$ cat config.mk
export PLATFORM = sky130hd
export DESIGN_NAME = intr_ctrl
export DESIGN_NICKNAME = d
export VERILOG_FILES = /design/src/rtl/intr_pkg.sv /design/src/rtl/intr_sync.sv /design/src/rtl/intr_ctrl.sv
export SDC_FILE = /design/constraint.sdc
export NUM_CORES = 1
export LEC_CHECK = 0
export CAP_MARGIN = 10
export CORE_MARGIN = 3
export CORE_UTILIZATION = 35
export DETAILED_ROUTE_END_ITERATION = 10
export PLACE_DENSITY_LB_ADDON = 0.15
export SYNTH_ARGS = -nofsm -noshare
export SYNTH_HDL_FRONTEND = slang
export SYNTH_SLANG_ARGS = --single-unit
$ cat constraint.sdc
create_clock -name clk -period 3.9 [get_ports clk]
set_clock_uncertainty 0.15 [all_clocks]
set_input_delay 0.78 -clock clk [delete_from_list [all_inputs] [get_ports clk]]
set_output_delay 0.78 -clock clk [all_outputs]
set_load 0.01 [all_outputs]
$ cat src/rtl/intr_pkg.sv
// rtl/intr_pkg.sv - register offsets and constants for the interrupt controller
package intr_pkg;

  localparam logic [1:0]  OFF_PEND   = 2'd0;
  localparam logic [1:0]  OFF_MASK   = 2'd1;
  localparam logic [1:0]  OFF_EDGE   = 2'd2;
  localparam logic [1:0]  OFF_CLAIM  = 2'd3;
  localparam int          MAX_SRC    = 32;
  localparam logic [31:0] CLAIM_NONE = 32'hFFFF_FFFF;

endpackage

$ cat src/rtl/intr_sync.sv
// rtl/intr_sync.sv - per-source two-flop synchroniser plus a third flop for rising-edge detect
module intr_sync (
  input  logic clk,
  input  logic reset,
  input  logic src,
  output logic rise,
  output logic lvl
);

  logic s1, s2, s3;

  always_ff @(posedge clk or negedge reset) begin
    if (!reset) begin
      s1 <= 1'b0;
      s2 <= 1'b0;
      s3 <= 1'b0;
    end else begin
      s1 <= src;
      s2 <= s1;
      s3 <= s2;
    end
  end

  assign lvl  = s2;
  assign rise = s2 & ~s3;

endmodule

$ cat src/rtl/intr_ctrl.sv
// rtl/intr_ctrl.sv - memory-mapped interrupt controller: PEND/MASK/EDGE/CLAIM and one irq line
module intr_ctrl
  import intr_pkg::*;
#(
  parameter int          N_SRC = 16,
  parameter logic [31:0] BASE  = 32'h0000_7F20
) (
  input  logic              clk,
  input  logic              reset,
  input  logic [31:0]       addr_i,
  input  logic [31:0]       wdata_i,
  input  logic [3:0]        be_i,
  output logic [31:0]       rdata_o,
  output logic              hit_o,
  input  logic [N_SRC-1:0]  src_i,
  output logic              irq_o
);

  logic [N_SRC-1:0]   pend_r, mask_r, edge_r;
  logic [N_SRC-1:0]   rise, lvl, w1c, edge_nx, edge_chg, pend_nx, active;
  logic [1:0]         off;
  logic               wr;
  logic [MAX_SRC-1:0] claim;
  logic               unused_bits;

  assign hit_o       = (addr_i[31:4] == BASE[31:4]);
  assign off         = addr_i[3:2];
  assign wr          = hit_o && (be_i == 4'b1111);
  assign w1c         = (wr && off == OFF_PEND) ? wdata_i[N_SRC-1:0] : '0;
  assign edge_nx     = (wr && off == OFF_EDGE) ? wdata_i[N_SRC-1:0] : edge_r;
  assign edge_chg    = edge_nx ^ edge_r;
  assign active      = pend_r & mask_r;
  assign unused_bits = &{1'b0, wdata_i, addr_i[1:0]};

  for (genvar g = 0; g < N_SRC; g++) begin : g_sync
    intr_sync u_sync (
      .clk   (clk),
      .reset (reset),
      .src   (src_i[g]),
      .rise  (rise[g]),
      .lvl   (lvl[g])
    );
  end

  // A mode switch discards stale pending state; an edge set beats a same-cycle W1C.
  always_comb begin
    pend_nx = '0;
    for (int i = 0; i < N_SRC; i++) begin
      if (edge_chg[i])
        pend_nx[i] = 1'b0;
      else if (edge_r[i])
        pend_nx[i] = rise[i] | (pend_r[i] & ~w1c[i]);
      else
        pend_nx[i] = lvl[i];
    end
  end

  always_comb begin
    claim = CLAIM_NONE;
    for (int i = N_SRC - 1; i >= 0; i--) begin
      if (active[i])
        claim = 32'(i);
    end
  end

  always_comb begin
    rdata_o = '0;
    if (hit_o) begin
      case (off)
        OFF_PEND: rdata_o = 32'(pend_r);
        OFF_MASK: rdata_o = 32'(mask_r);
        OFF_EDGE: rdata_o = 32'(edge_r);
        default:  rdata_o = claim;
      endcase
    end
  end

  always_ff @(posedge clk or negedge reset) begin
    if (!reset) begin
      pend_r <= '0;
      mask_r <= '0;
      edge_r <= '0;
      irq_o  <= 1'b0;
    end else begin
      pend_r <= pend_nx;
      edge_r <= edge_nx;
      irq_o  <= |active;
      if (wr && off == OFF_MASK)
        mask_r <= wdata_i[N_SRC-1:0];
    end
  end

endmodule

==> results of run 1 <==
==> layout by cell type (no fill, tap or decap), drive strengths merged, types with 4 or more instances in the layout <==
cell type,synthesis,routed
nor4,5,5
dfrtp,97,97
a22o,5,5
a22oi,20,20
dlygate4sd2,0,30
buf,21,36
dlymetal6s2s,0,14
nand4,4,4
o221a,12,12
clkbuf,9,11
a21oi,4,4
mux2,44,44
nand2,90,91
xor2,16,16
clkdlybuf4s50,0,55
o21ai,17,17
==> timing repair <==
item,4_1_cts,5_1_grt
setup endpoints to repair,29,50
hold endpoints to repair,0,0
setup buffers,13,4
resized for setup,44,18
pin swaps,4,8
gates cloned,2,1
==> registers in the layout, summed over array words and instances (netlist names) <==
| signal | flops |
|---|---|
| edge_r | 16 |
| g_sync.u_sync.lvl | 16 |
| g_sync.u_sync.s1 | 16 |
| g_sync.u_sync.s3 | 16 |
| mask_r | 16 |
| pend_r | 16 |
| irq_o | 1 |
==> power by group through the flow <==
stage	registers, mW	clock network [mW]	logic (mW)
2_1_floorplan	1.07	0	0.0581
3_3_place_gp	1.08	0	0.165
3_5_place_dp	1.08	0	0.169
4_1_cts	1.06	0.884	0.172
5_1_grt	1.06	0.929	0.187
6_report	1.06	0.863	0.170
==> worst max-delay path, stage by stage <==
cell and delay, ps:
clkdlybuf4s50_1 430, nor4_2 280, nand3_1 150, or2_4 290
a31oi_4 200, buf_6 150, buf_4 120, o221a_2 180
dlygate4sd2_1 260
==> path summary, 6_finish.rpt <==
path | start | to | slack [ps] | depth (start not counted)
worst min register to register | g_sync[6].u_sync.s1 | g_sync[6].u_sync.lvl | 200 | 0
max in group asynchronous | reset | g_sync[6].u_sync.lvl | 2540 | 2
min in group asynchronous | reset | g_sync[0].u_sync.s1 | 300 | 1
worst max-delay path | addr_i[28] | rdata_o[5] | 110 | 9
worst max register to register | pend_r[7] | irq_o | 1950 | 4
worst min-delay path | g_sync[6].u_sync.s1 | g_sync[6].u_sync.lvl | 200 | 0
==> metal layers <==
layer / routed length (um) / share of wire, % / global-route usage [%]
met2: 5220 / 47 / 25.7
met5: 0 / 0 / 0
met1: 5060 / 45 / 19.7
met4: 228 / 2.0 / 6.89
met3: 621 / 5.6 / 3.41
==> cells by family after synthesis <==
logic type / after synthesis
muxes: 48
buffers and inverters: 33
xor gates and xnor gates: 16
and+or+nand+nor: 113
AOI/OAI and AO/OA: 70
DFF: 97
==> final cells by class <==
class	instances	area [sq um]
Timing Repair Buffer	135	1280
Sequential cell	97	2430
Inverter	3	11.3
Fill cell	1121	6120
Multi-Input combinational cell	248	1830
Clock buffer	11	233
Clock inverter	5	56.3
Tap cell	168	210
==> reports/results.tsv, run 1 <==
metric	value	unit
status	complete, no violations	
ys_types	40	
internal_power	1.63	mW
maxSlewViolCount	0	
grt_overflow	0	
setup-violations-final	0	
cts_made_buffers	9	
synth_area_per_cell	11.7	sq um
wire_per_inst	16.7	um
place_ws	-138	ps
initial_core_util	36.1	%
hold_ws	197	ps
layout_min_cycle_time	3790	ps
htree_levels	3	
hold_path.class	reg2reg	
async_reset_ff_share	100	%
die_area	13900	sq um
synth_compound_area_share	12.2	%
ctsRootBufferMaster	clkbuf_16	
placed_cell_area	5530	sq um
netlist.area_leader.share	55.2	%
critical_path_class	in2out	
place_inst	632	
synthAdderAreaFrac	0	%
synth-simple-area-share	12.2	%
end_kind	output port	
grt_pass1_wl	17600	um
clk_latency	340	ps
synth_enable_flop_cells	0	
hold_viol	0	
first_global_vias	3429	
synthesis.area	4390	sq um
clk_pin_slew	60	ps
final_area	6050	sq um
grt_max_degree	48	
startpoint_type	input pin	
switchingPower	0.465	mW
via_count	3378	
initialDrtViolationCount	164	
synth_nets	463	
vdd.ir_drop.worst	168	uV
slew_headroom	61.2	%
tns	0	ps
p_seq_share	50.6	%
synth_top_family_by_area	multiplexers	
setup_ws	110	ps
postSynthCellCount	377	
maxCapViolations	0	
clock-sinks	97	
ios	120	
power	2.09	mW
vias_per_cell	5.06	
worst-path-max-fanout	3	
fin_cells	667	
antenna_found_initial	0	
rsz0062_at_grt	false	
synthToLayoutAreaGrowth	37.6	%
clockBufferDepth	2	
drtAntennaViolNets	0	
synth-main-ff-cell	dfrtp_1	
firstDrtPassIters	4	
synth_warnings	0	
sw_frac_of_total	22.2	%
worstMarginPinSlew	582	ps
finalCoreUtilization	49.7	%
cts_tree	yes	
clock.fmax	264	MHz
track_usage	15.6	%
worstPathRequired	2970	ps
cts_hold_buf	0	
nets	580	
drive_gt1_share	23.8	%
synth-seq-area-share	55.2	%
synth_top_cell_by_area	dfrtp_1	
hpwl	7330	um
leakagePower	2.96	nW
routed_wl	11100	um
diodes	0	
synthTopCellsByCount	dfrtp_1 (97), nand2_1 (89), mux2_2 (44), a22oi_1 (20), o21ai_0 (17)	
combinationalPowerShare	8.1	%
synth_area_leaders	dfrtp_1 (55%), mux2_2 (11%), nand2_1 (7.6%)	
yosysMostFrequentCell	dfrtp_1	
clockPowerShare	41.3	%
core	12200	sq um
synthXorXnorAreaFrac	3.19	%
io_buffers	101	
gp_congestion	0.817	
power_density	346	nW/um^2
synth-seq-cells	97	
drc	0	
die_w	118	um
num_rows	40	
die_height	118	um
critPathArrivalTime	2860	ps
synth_mux_area_share	12.5	%
fin_crit_sh	97.2	%
No activity file was read; power rests on OpenSTA's default activity.
==> run 2: changes to the inputs <==
- SLEW_MARGIN: default -> 10
- clock period: 3.9 -> 4.7 ns (I/O delays scaled with it)
==> reports/results.tsv, run 2 (synthesized netlist as in run 1, its figures left out) <==
metric	value	unit	change
status	complete, no violations		unchanged
maxCapViolations	0		unchanged
hold_viol	0		unchanged
wire_per_inst	15.8	um	was 16.7 um
initial_core_util	36.1	%	unchanged
htree_levels	3		unchanged
initialDrtViolationCount	179		was 164
grt_max_degree	41		was 48
drive_gt1_share	19.0	%	was 23.8%
via_count	3182		was 3,378
setup-violations-final	0		unchanged
setup_ws	194	ps	was 110 ps
end_kind	output port		unchanged
firstDrtPassIters	4		unchanged
power	1.73	mW	was 2.09 mW
switchingPower	0.387	mW	was 0.465 mW
track_usage	15.0	%	was 15.6%
nets	554		was 580
die_area	13900	sq um	unchanged
cts_made_buffers	9		unchanged
die_height	118	um	unchanged
core	12200	sq um	unchanged
worst-r2r-setup-slack	2930	ps	was 1950 ps
power_density	301	nW/um^2	was 346 nW/um^2
grt_pass1_wl	16700	um	was 17,600 um
die_w	118	um	unchanged
critPathArrivalTime	3420	ps	was 2860 ps
antenna_found_initial	0		unchanged
hpwl	7150	um	was 7330 um
layout_min_cycle_time	4510	ps	
gp_congestion	0.834		was 0.817
clock.fmax	222	MHz	
combinationalPowerShare	7.8	%	was 8.1%
synthToLayoutAreaGrowth	31.4	%	was 37.6%
drc	0		unchanged
worstMarginPinSlew	636	ps	was 582 ps
leakagePower	2.54	nW	was 2.96 nW
placed_cell_area	5480	sq um	was 5530 sq um
post_cts_resize_count	0		was 44
cts_tree	yes		unchanged
final_area	5770	sq um	was 6050 sq um
num_rows	40		unchanged
startpoint_type	input pin		unchanged
vdd.ir_drop.worst	137	uV	was 168 uV
internal_power	1.35	mW	was 1.63 mW
worstPathRequired	3610	ps	was 2970 ps
cts_hold_buf	0		unchanged
io_buffers	101		unchanged
vias_per_cell	4.96		was 5.06
diodes	0		unchanged
hold_path.class	reg2reg		unchanged
p_seq_share	50.6	%	about the same
finalCoreUtilization	47.5	%	was 49.7%
hold_ws	192	ps	was 197 ps
worst-path-max-fanout	12		was 3
grt_overflow	0		unchanged
slew_headroom	57.6	%	was 61.2%
fill_cells	1127		was 1,121
place_ws	197	ps	was -138 ps
clock-sinks	97		unchanged
routed_wl	10200	um	was 11,100 um
tns	0	ps	unchanged
most-common-layout-cells	clkdlybuf4s50_1 (99), dfrtp_1 (97), nand2_1 (89), mux2_2 (44), a22oi_1 (20)		was dfrtp_1 (97), nand2_1 (89), clkdlybuf4s50_1 (55), mux2_2 (43), buf_4 (32)
place_inst	625		was 632
fin_cells	641		was 667
ctsRootBufferMaster	clkbuf_16		unchanged
critical_path_class	in2out		unchanged
first_global_vias	3208		was 3,429
seqCellArea	2430	sq um	unchanged
maxSlewViolCount	0		unchanged
ios	120		unchanged
clk_pin_slew	70	ps	was 60 ps
rsz0062_at_grt	false		unchanged
sw_frac_of_total	22.3	%	was 22.2%
fin_crit_sh	95.9	%	
clk_latency	340	ps	about the same
clockPowerShare	41.6	%	was 41.3%
multi_input_area	1760	sq um	was 1830 sq um
drtAntennaViolNets	0		unchanged
post_cts.repair.setup_buffers	0		was 13
clockBufferDepth	2		unchanged
final_common_cell	clkdlybuf4s50_1		was dfrtp_1
## run 2: cell types whose count changed in the layout (fill, tap and decap cells not counted), sizes merged
cell           change
clkdlybuf4s50     +44
dlygate4sd2       -30
buf               -25
dlymetal6s2s      -14
clkbuf             -2
clkinv             +1
inv                +1
nand2              -1
## run 2: final cells by class
type                       instances  share of cell area, %
clock buffer                       9                   3.90
clock inverter                     7                   1.21
inverter                           3                  0.195
multi-input combinational        247                   30.5
sequential                        97                   42.0
tap                              168                   3.64
timing repair buffer             110                   18.6
## run 2: worst max-delay path, cell delays in order
cell             delay [ps]
clkdlybuf4s50_1         410
nor4b_2                 270
nand4_1                 210
or2_1                   400
a31oi_1                 180
buf_4                   230
o221a_2                 220
clkdlybuf4s50_1         540
## run 2: worst paths after layout
path	startpoint	to	depth (start not counted)
min in group asynchronous	reset	g_sync[0].u_sync.s1	1
max	addr_i[17]	rdata_o[10]	8
max reg2reg	pend_r[7]	irq_o	3
max in group asynchronous	reset	g_sync[7].u_sync.s1	2
min	g_sync[8].u_sync.s1	g_sync[8].u_sync.lvl	0
min reg2reg	g_sync[8].u_sync.s1	g_sync[8].u_sync.lvl	0
## run 2: per-layer routing
layer	up-vias	part of all wire (%)	wire [um]	GRT usage, %
met3	12	6.3	640	3.51
met1	1539	47	4750	20.2
met4	0	1.9	189	6.52
met5	-	0	0	0
met2	110	45	4570	23.2
li1	1521	-	-	-
## run 2: power by group through the flow
stage | registers, mW | logic, mW | clock network, mW
2_1_floorplan | 0.889 | 0.0482 | 0
3_3_place_gp | 0.893 | 0.136 | 0
3_5_place_dp | 0.894 | 0.138 | 0
4_1_cts | 0.878 | 0.139 | 0.748
5_1_grt | 0.881 | 0.151 | 0.778
6_report | 0.878 | 0.136 | 0.721
